File: src/rtl/ma_stage.sv
// ma_stage: memory-access pipeline stage between Ex and register-write.
// It accepts one instruction from Ex with a valid/ready handshake. ALU and
// branch results go straight to the write-back bundle. Loads make a one-cycle
// read request and capture the read data on the following cycle. Stores make
// a one-cycle write request and then emit a bundle with no register write.
//
// Ports
//   clk, rst                  clock; asynchronous active-low reset
//   ex_ma_valid / ex_ma_ready Ex -> MA handshake
//   ex_ma_pc, ex_ma_alu_result, ex_ma_st_data, ex_ma_ctrl, ex_ma_wr_addr
//                             instruction fields; ctrl = {isLd, isSt, isCall, isWb}
//   dmem_ren, dmem_wen        data-memory read/write strobes (registered)
//   dmem_addr, dmem_wdata     data-memory word address / write data
//   dmem_rdata                read data, valid the cycle after dmem_ren
//   ma_rw_valid / rw_ready    MA -> RW handshake
//   ma_rw_wr_en, ma_rw_wr_addr, ma_rw_wr_data, ma_rw_pc  write-back bundle
module ma_stage #(
  parameter int unsigned MEM_ADDR_WIDTH = 12
) (
  input  logic                      clk,
  input  logic                      rst,
  input  logic                      ex_ma_valid,
  output logic                      ex_ma_ready,
  input  logic [31:0]               ex_ma_pc,
  input  logic [31:0]               ex_ma_alu_result,
  input  logic [31:0]               ex_ma_st_data,
  input  logic [3:0]                ex_ma_ctrl,
  input  logic [3:0]                ex_ma_wr_addr,
  output logic                      dmem_ren,
  output logic                      dmem_wen,
  output logic [MEM_ADDR_WIDTH-1:0] dmem_addr,
  output logic [31:0]               dmem_wdata,
  input  logic [31:0]               dmem_rdata,
  output logic                      ma_rw_valid,
  input  logic                      rw_ready,
  output logic                      ma_rw_wr_en,
  output logic [3:0]                ma_rw_wr_addr,
  output logic [31:0]               ma_rw_wr_data,
  output logic [31:0]               ma_rw_pc
);

  localparam int unsigned XLEN   = 32;
  localparam int unsigned REG_W  = 4;
  localparam int unsigned AW     = MEM_ADDR_WIDTH;
  localparam logic [REG_W-1:0] LINK_REG = 4'hF;

  typedef enum logic [1:0] {
    IDLE    = 2'd0,
    ST_WR   = 2'd1,
    LD_REQ  = 2'd2,
    LD_RESP = 2'd3
  } state_t;

  // Instruction fields kept across the multi-cycle load/store sequences.
  typedef struct packed {
    logic [XLEN-1:0]  pc;
    logic [XLEN-1:0]  alu;
    logic             is_ld;
    logic             is_st;
    logic             is_call;
    logic             is_wb;
    logic [REG_W-1:0] wr_addr;
  } instr_t;

  // Write-back bundle presented to the register-write stage.
  typedef struct packed {
    logic             wr_en;
    logic [REG_W-1:0] wr_addr;
    logic [XLEN-1:0]  wr_data;
    logic [XLEN-1:0]  pc;
  } result_t;

  state_t          state_q, state_d;
  instr_t          lat_q, lat_d, in_instr;
  result_t         res_q, res_d;
  logic            valid_q, valid_d;
  logic            ren_q, ren_d;
  logic            wen_q, wen_d;
  logic [AW-1:0]   addr_q, addr_d;
  logic [XLEN-1:0] wdata_q, wdata_d;
  logic            accept;

  // Call return address wins over load data, which wins over the ALU result.
  // Stores never write a register.
  function automatic result_t make_result(input instr_t i, input logic [XLEN-1:0] mem_data);
    result_t r;
    r.wr_en   = i.is_wb & ~i.is_st;
    r.wr_addr = i.is_call ? LINK_REG : i.wr_addr;
    if (i.is_call)    r.wr_data = XLEN'(i.pc + 32'd4);
    else if (i.is_ld) r.wr_data = mem_data;
    else              r.wr_data = i.alu;
    r.pc = i.pc;
    return r;
  endfunction

  always_comb begin
    in_instr.pc      = ex_ma_pc;
    in_instr.alu     = ex_ma_alu_result;
    in_instr.is_ld   = ex_ma_ctrl[3];
    in_instr.is_st   = ex_ma_ctrl[2];
    in_instr.is_call = ex_ma_ctrl[1];
    in_instr.is_wb   = ex_ma_ctrl[0];
    in_instr.wr_addr = ex_ma_wr_addr;
  end

  // Ready only when idle and the output slot is empty or draining this edge.
  assign ex_ma_ready = (state_q == IDLE) && (!valid_q || rw_ready);
  assign accept      = ex_ma_valid && ex_ma_ready;

  // Next-state and next-output logic.
  always_comb begin
    state_d = state_q;
    lat_d   = lat_q;
    res_d   = res_q;
    valid_d = valid_q;
    ren_d   = 1'b0;
    wen_d   = 1'b0;
    addr_d  = addr_q;
    wdata_d = wdata_q;

    // Consumed result leaves the slot; the write enable is qualified by valid.
    if (valid_q && rw_ready) begin
      valid_d     = 1'b0;
      res_d.wr_en = 1'b0;
    end

    case (state_q)
      IDLE: begin
        if (accept) begin
          lat_d = in_instr;
          if (in_instr.is_ld) begin
            state_d = LD_REQ;
            ren_d   = 1'b1;
            addr_d  = ex_ma_alu_result[AW-1:0];
          end else if (in_instr.is_st) begin
            state_d = ST_WR;
            wen_d   = 1'b1;
            addr_d  = ex_ma_alu_result[AW-1:0];
            wdata_d = ex_ma_st_data;
          end else begin
            // Same-edge replacement of a consumed result: no bubble.
            res_d   = make_result(in_instr, ex_ma_alu_result);
            valid_d = 1'b1;
          end
        end
      end
      LD_REQ: begin
        state_d = LD_RESP;
      end
      LD_RESP: begin
        // Output slot is guaranteed empty here: it drained at the accept edge.
        res_d   = make_result(lat_q, dmem_rdata);
        valid_d = 1'b1;
        state_d = IDLE;
      end
      ST_WR: begin
        res_d   = make_result(lat_q, lat_q.alu);
        valid_d = 1'b1;
        state_d = IDLE;
      end
      default: begin
        state_d = IDLE;
      end
    endcase
  end

  // State and output registers.
  always_ff @(posedge clk or negedge rst) begin
    if (!rst) begin
      state_q <= IDLE;
      lat_q   <= '0;
      res_q   <= '0;
      valid_q <= 1'b0;
      ren_q   <= 1'b0;
      wen_q   <= 1'b0;
      addr_q  <= '0;
      wdata_q <= '0;
    end else begin
      state_q <= state_d;
      lat_q   <= lat_d;
      res_q   <= res_d;
      valid_q <= valid_d;
      ren_q   <= ren_d;
      wen_q   <= wen_d;
      addr_q  <= addr_d;
      wdata_q <= wdata_d;
    end
  end

  assign dmem_ren      = ren_q;
  assign dmem_wen      = wen_q;
  assign dmem_addr     = addr_q;
  assign dmem_wdata    = wdata_q;
  assign ma_rw_valid   = valid_q;
  assign ma_rw_wr_en   = res_q.wr_en;
  assign ma_rw_wr_addr = res_q.wr_addr;
  assign ma_rw_wr_data = res_q.wr_data;
  assign ma_rw_pc      = res_q.pc;

endmodule

File: config.mk
export PLATFORM = sky130hd
export DESIGN_NAME = ma_stage
export DESIGN_NICKNAME = d
export VERILOG_FILES = /design/src/rtl/ma_stage.sv
export SDC_FILE = /design/constraint.sdc
export NUM_CORES = 1
export LEC_CHECK = 0
export CAP_MARGIN = 40
export CORE_UTILIZATION = 53
export CTS_CLUSTER_SIZE = 16
export DETAILED_ROUTE_END_ITERATION = 7
export PLACE_DENSITY = 0.9
export SYNTH_ARGS = -nofsm -noshare
export SYNTH_HDL_FRONTEND = slang
export SYNTH_SLANG_ARGS = --single-unit
File: constraint.sdc
create_clock -name clk -period 3.7 [get_ports clk]
set_input_delay 0.925 -clock clk [delete_from_list [all_inputs] [get_ports clk]]
set_output_delay 0.925 -clock clk [all_outputs]
set_load 0.01 [all_outputs]
* Word-level counts from Yosys, hierarchy flattened
Cells that the tools add are included.
** Word-level totals
- Output and inout port bits :: 117
- Bits of input ports :: 140
- Flip-flop bits (word level) :: 190
** Cells by class
- Add/subtract/negate cells :: 2
- Bitwise operators :: 5
- Mux-type cells :: 29
- Reduce and logical (&&, ||, !) cells :: 14
- Equality and inequality tests :: 7
** Operator list (count)
- 2-to-1 mux 69 bit :: 3
- one-hot mux 69 bit (3 select lines) :: 1
- 2-to-1 mux 32 bit :: 4
- adder 32 x 3 -> 32 bit, second input constant :: 2
- 2-to-1 mux 12 bit :: 2
- 2-to-1 mux 1 bit :: 12
- 2-to-1 mux 4 bit :: 2
- AND reduction 4 bit :: 2
- 2-to-1 mux 2 bit :: 3
- != test 2 bit, second input constant :: 3
- one-hot mux 2 bit (3 select lines) :: 1
- equality test 2 bit, second input constant :: 2
- AND reduction 2 bit :: 2
- logical AND 1 bit :: 3
- != test 3 bit, second input constant :: 1
- inverter 1 bit :: 3
- AND reduction 3 bit :: 1
- nonzero test 3 bit :: 1
- AND 1 bit :: 2
- equality test 2 x 1 -> 1 bit, second input constant :: 1
- logical NOT 2 bit :: 1
- one-hot mux 1 bit (2 select lines) :: 1
- nonzero test 2 bit :: 1
- OR reduction 2 bit :: 1
- 2 further kinds :: 2

* Logic depth before layout (Yosys ltp)
Gate-level depths: netlist (run 1).
- Word-level depth :: 6
- Depth in mapped cells :: 9
- Mapped depth without buffers :: 6

* Least setup slack after synthesis (run 1)
Ideal clock, no wire load.
- Path type :: in2reg
- Start point :: input port ex_ma_pc[7]
- End point :: register res_q, in the netlist ma_rw_wr_data[29]
- Setup slack :: 1100 ps
- Stages :: 8
- Arrival time :: 2461 ps
- Path through :: clkbuf_2 > and4_1 > clkbuf_1 > nand3_1 > clkbuf_1 > or4_1 > a21oi_1 > o221ai_1
** On the way
- Word-level cells in the longest chain between the ends :: 6
** Ends and longest elaborated chain
- start, declared :: RTL line 24 : input logic [31:0] ex_ma_pc,
- adder 32 x 3 -> 32 bit :: RTL line 89 : if (i.is_call) r.wr_data = XLEN'(i.pc + 32'd4);
- 2-to-1 mux 32 bit :: RTL line 89
- 2-to-1 mux 69 bit :: RTL line 135 : end else if (in_instr.is_st) begin
- 2-to-1 mux 69 bit :: RTL line 131 : if (in_instr.is_ld) begin
- 2-to-1 mux 69 bit :: RTL line 129 : if (accept) begin
- one-hot mux 69 bit (3 select lines) :: RTL line 127 : case (state_q)
- end signal, assigned :: RTL line 181 : res_q <= res_d;
- end, declared :: RTL line 75 : result_t res_q, res_d;
Every way passes these cells. The select of a mux whose other input is x is not followed.
A chain may end at the register's enable or synchronous reset.

* Worst setup path in the final report (run 1)
- Start point :: input port rw_ready
- End point :: output port ex_ma_ready
** On the way
- Word-level cells in the longest chain between the ends :: 2
** Ends and longest elaborated chain
- start, declared :: RTL line 35 : input logic rw_ready,
- logical OR 1 bit :: RTL line 107 : assign ex_ma_ready = (state_q == IDLE) && (!valid_q || rw_ready);
- logical AND 1 bit :: RTL line 107
- end, declared :: RTL line 23 : output logic ex_ma_ready,
Every way passes these cells.

==> results_dict.tcl, run 1 <==
set metrics [dict create \
    fin_crit_sh 0.9509 \
    hpwl_mm 23.01 \
    num_io_pins 257 \
    design.core.area_mm2 0.01742 \
    synth.largest_area_cell "dfrtp_1" \
    cts_hold_buf 0 \
    maxCapViolations 0 \
    critPathKind "input port to output port" \
    cts_made_buffers 17 \
    seq_power_share 0.371 \
    nets 1410 \
    total_power_mw 10.50 \
    max_freq_mhz 284.2 \
    cp_max_fo 5 \
    grt_pass1_vias 9391 \
    post-cts-setup-buffers 0 \
    slew-limit-headroom 0.4323 \
    synth_edf_count 0 \
    critPathTopFamily "buffers and inverters" \
    finClkSkew_ns 0.01245 \
    seq_area_frac_synth 0.4998 \
    power.internal_mw 6.355 \
    drt-pass1-iter-count 6 \
    synth.area.top_cells "dfrtp_1, nand2_1, mux2_2" \
    grt_setup_unrepaired "false" \
    wirelength_mm 33.51 \
    r2r_slack_ns 1.27 \
    synth.distinct_cells 52 \
    grt_use_total 0.3740 \
    syn-cell-area_mm2 0.009513 \
    worstMarginPinSlew_ns 0.8515 \
    cp.required_ns 2.77 \
    r2r_start "state_q[1]" \
    p_clk_frac 0.180 \
    portBuffers 256 \
    power_density_mw_per_mm2 814.6 \
    async_flop_share 1.000 \
    routabilityCongestion 0.9272 \
    crit_path_top_delay_cell "clkdlybuf4s50_1" \
    vias 9482 \
    crit_path_start_kind "input port" \
    setup_tns_ns 0 \
    ir_drop_v 0.0005134 \
    worstPathCellList "clkdlybuf4s50_1, nand2b_1, and2_1, clkdlybuf4s50_1" \
    grt_pass1_wl_mm 51.58 \
    ys.flop_type "dfrtp_1" \
    ys_warn_count 0 \
    viasPerCell 6.296 \
    swShare 0.3948 \
    maxSlewViolCount 0 \
    setup_viol 0 \
    p_leak_nw 5.573 \
    clk-insertion-delay-late_ns 0.45 \
    first_iter_violations 1309 \
    fin_ws_ns 0.1817 \
    grt_start_max_net_pins 74 \
    cts_root_buf "clkbuf_16" \
    post_cts_resized 0 \
    syn-num-nets 1185 \
    start_util 0.5462 \
    crit_top_cell "clkdlybuf4s50_1" \
    min_path_type "input port to async pin" \
    pre_cts_slack_ns 0.2711 \
    cp_num_buf_inv 2 \
    syn_inst 1043 \
    p_sw_mw 4.147 \
    outcome "finished clean" \
    combPwrFrac 0.449 \
    reg2reg_depth 6 \
    cts_tree "built" \
    die_area_mm2 0.01849 \
    clock-sinks 190 \
    cts.clk_slew.worst_paths_ns 0.07 \
    cp-end-kind "output port" \
    htree_levels 4 \
    diodes 0 \
    detail-route-antenna-nets 0 \
    antenna_found_initial 0 \
    fp-row-count 48 \
    syn_to_final_growth_pct 35.53 \
    synth_top_area_frac 0.4998 \
    cpPeakStageDelay_ns 0.58 \
    die_w_um 136.0 \
    synth.avg_cell_area_um2 9.121 \
    gr-total-overflow 0 \
    fin_cells 1506 \
    reg2reg_to "ma_rw_wr_data[12]" \
    hold_slack_ns 0.4682 \
    drive_gt1_frac 0.08743 \
    clock_path_buffers 2 \
    dieHeight_um 136.0 \
    wire_per_inst_um 22.25 \
    ys_ff_latch 190 \
    dp_cells 1474 \
    period_minus_slack_ns 3.518 \
    drc_errors 0 \
    finalHoldViolCount 0 \
    worst_ep_arrival_time_ns 2.59 \
]
cells in the mapped netlist (all sizes together), types with 3 or more instances:
cell type,n
inv,17
a211oi,7
a22o,3
a311oi,4
nand4,18
o211ai,5
a221o,8
clkbuf,59
nand2,328
mux2,48
o21a,3
a21oi,30
o221ai,16
buf,13
nand3,28
nor4,15
or3,6
nor3,11
and4,9
nor2,29
mux2i,15
o31ai,6
xnor2,26
a311o,4
and3,16
a31oi,6
dfrtp,190
or2,3
o31a,3
a211o,3
o21ai,44
and2,4
or4,7
xor2,13
a22oi,28
state kept, by name (all words and copies together), names as in the netlist:
name           count
dmem_addr         12
ma_rw_wr_data     32
ma_rw_wr_en        1
ma_rw_valid        1
dmem_ren           1
ma_rw_wr_addr      4
lat_q             72
dmem_wen           1
state_q            2
ma_rw_pc          32
dmem_wdata        32
final cells by class:
type                    count  area, µm²
flip-flops and latches    190       4756
fillers                  1159       4524
multi-input cells         763       4420
repair buffers            278       2780
clock buffers              19      432.9
well taps                 225      281.5
clock inverters            13      153.9
inverters                  18      67.56
cell families after synthesis:
group / Yosys count / share of synthesized area
XOR/XNOR: 39 / 0.03591
flip-flops: 190 / 0.4998
AND/OR/NAND/NOR: 477 / 0.2199
adder cells (fa/ha/maj): 2 / 0.002630
buffers and inverters: 90 / 0.03735
multiplexers: 63 / 0.07260
AO/OA/AOI/OAI: 182 / 0.1318
how the worst max path moves through the flow:
stage	from	end	slack, ns	cells past startpoint
2_1_floorplan	ex_ma_pc[7]	ma_rw_wr_data[29]	1.10	8
3_3_place_gp	rw_ready	ex_ma_ready	0.34	4
3_5_place_dp	rw_ready	ex_ma_ready	0.27	4
4_1_cts	rw_ready	ex_ma_ready	0.25	4
5_1_grt	rw_ready	ex_ma_ready	0.17	4
6_report	rw_ready	ex_ma_ready	0.18	4
cell usage in the layout (no fill, tap or decap), types with 11 or more instances in the layout:
cell             synthesis  final
a21oi_1                 30     30
xnor2_1                 26     26
clkdlybuf4s50_1          0    255
nand3_1                 27     27
buf_4                    0     17
and3_1                  16     15
nor4_1                  15     15
nand4_1                 18     18
o21ai_0                 44     43
o221ai_1                16     16
clkbuf_16                0     17
xor2_1                  13     13
nand2_1                328    327
nor2_1                  29     28
mux2i_1                 15     15
a22oi_1                 28     28
dfrtp_1                190    189
mux2_2                  48     48
nor3_1                  11     11
inv_1                   17     17
routing by layer:
layer / GRT usage / share of wire
met1: 0.4391 / 0.35
met2: 0.6063 / 0.47
met3: 0.1104 / 0.12
met4: 0.2253 / 0.060
met5: 0 / 0
through the flow:
stage          area, µm²    util
2_1_floorplan       9513       -
3_3_place_gp       12270  0.7046
3_5_place_dp       12310  0.7065
4_1_cts            12890  0.7402
5_1_grt            12890  0.7402
6_report           12890  0.7402
power by group through the flow:
stage          Combinational, mW  Sequential (mW)  Clock, mW
2_1_floorplan               2.20             3.93          0
3_3_place_gp                4.43             3.82          0
3_5_place_dp                4.60             3.88          0
4_1_cts                     4.67             3.87       1.88
5_1_grt                     5.05             4.00       1.97
6_report                    4.71             3.90       1.89
Power figures use the tool's default switching activity.
==> inputs of run 2 (changes only) <==
--- a/config.mk
+++ b/config.mk
@@ -13,3 +13,4 @@
 export SYNTH_ARGS = -nofsm -noshare
 export SYNTH_HDL_FRONTEND = slang
 export SYNTH_SLANG_ARGS = --single-unit
+export TNS_END_PERCENT = 100
==> results of run 2 <==
The final DEF is identical to that of run 1; final timing and power are the same.
==> inputs of run 3 (changes only) <==
--- a/config.mk
+++ b/config.mk
@@ -7,7 +7,6 @@
 export LEC_CHECK = 0
 export CAP_MARGIN = 40
 export CORE_UTILIZATION = 53
-export CTS_CLUSTER_SIZE = 16
 export DETAILED_ROUTE_END_ITERATION = 7
 export PLACE_DENSITY = 0.9
 export SYNTH_ARGS = -nofsm -noshare
==> results of run 3 <==
The final DEF is identical to that of run 1; final timing and power are the same.
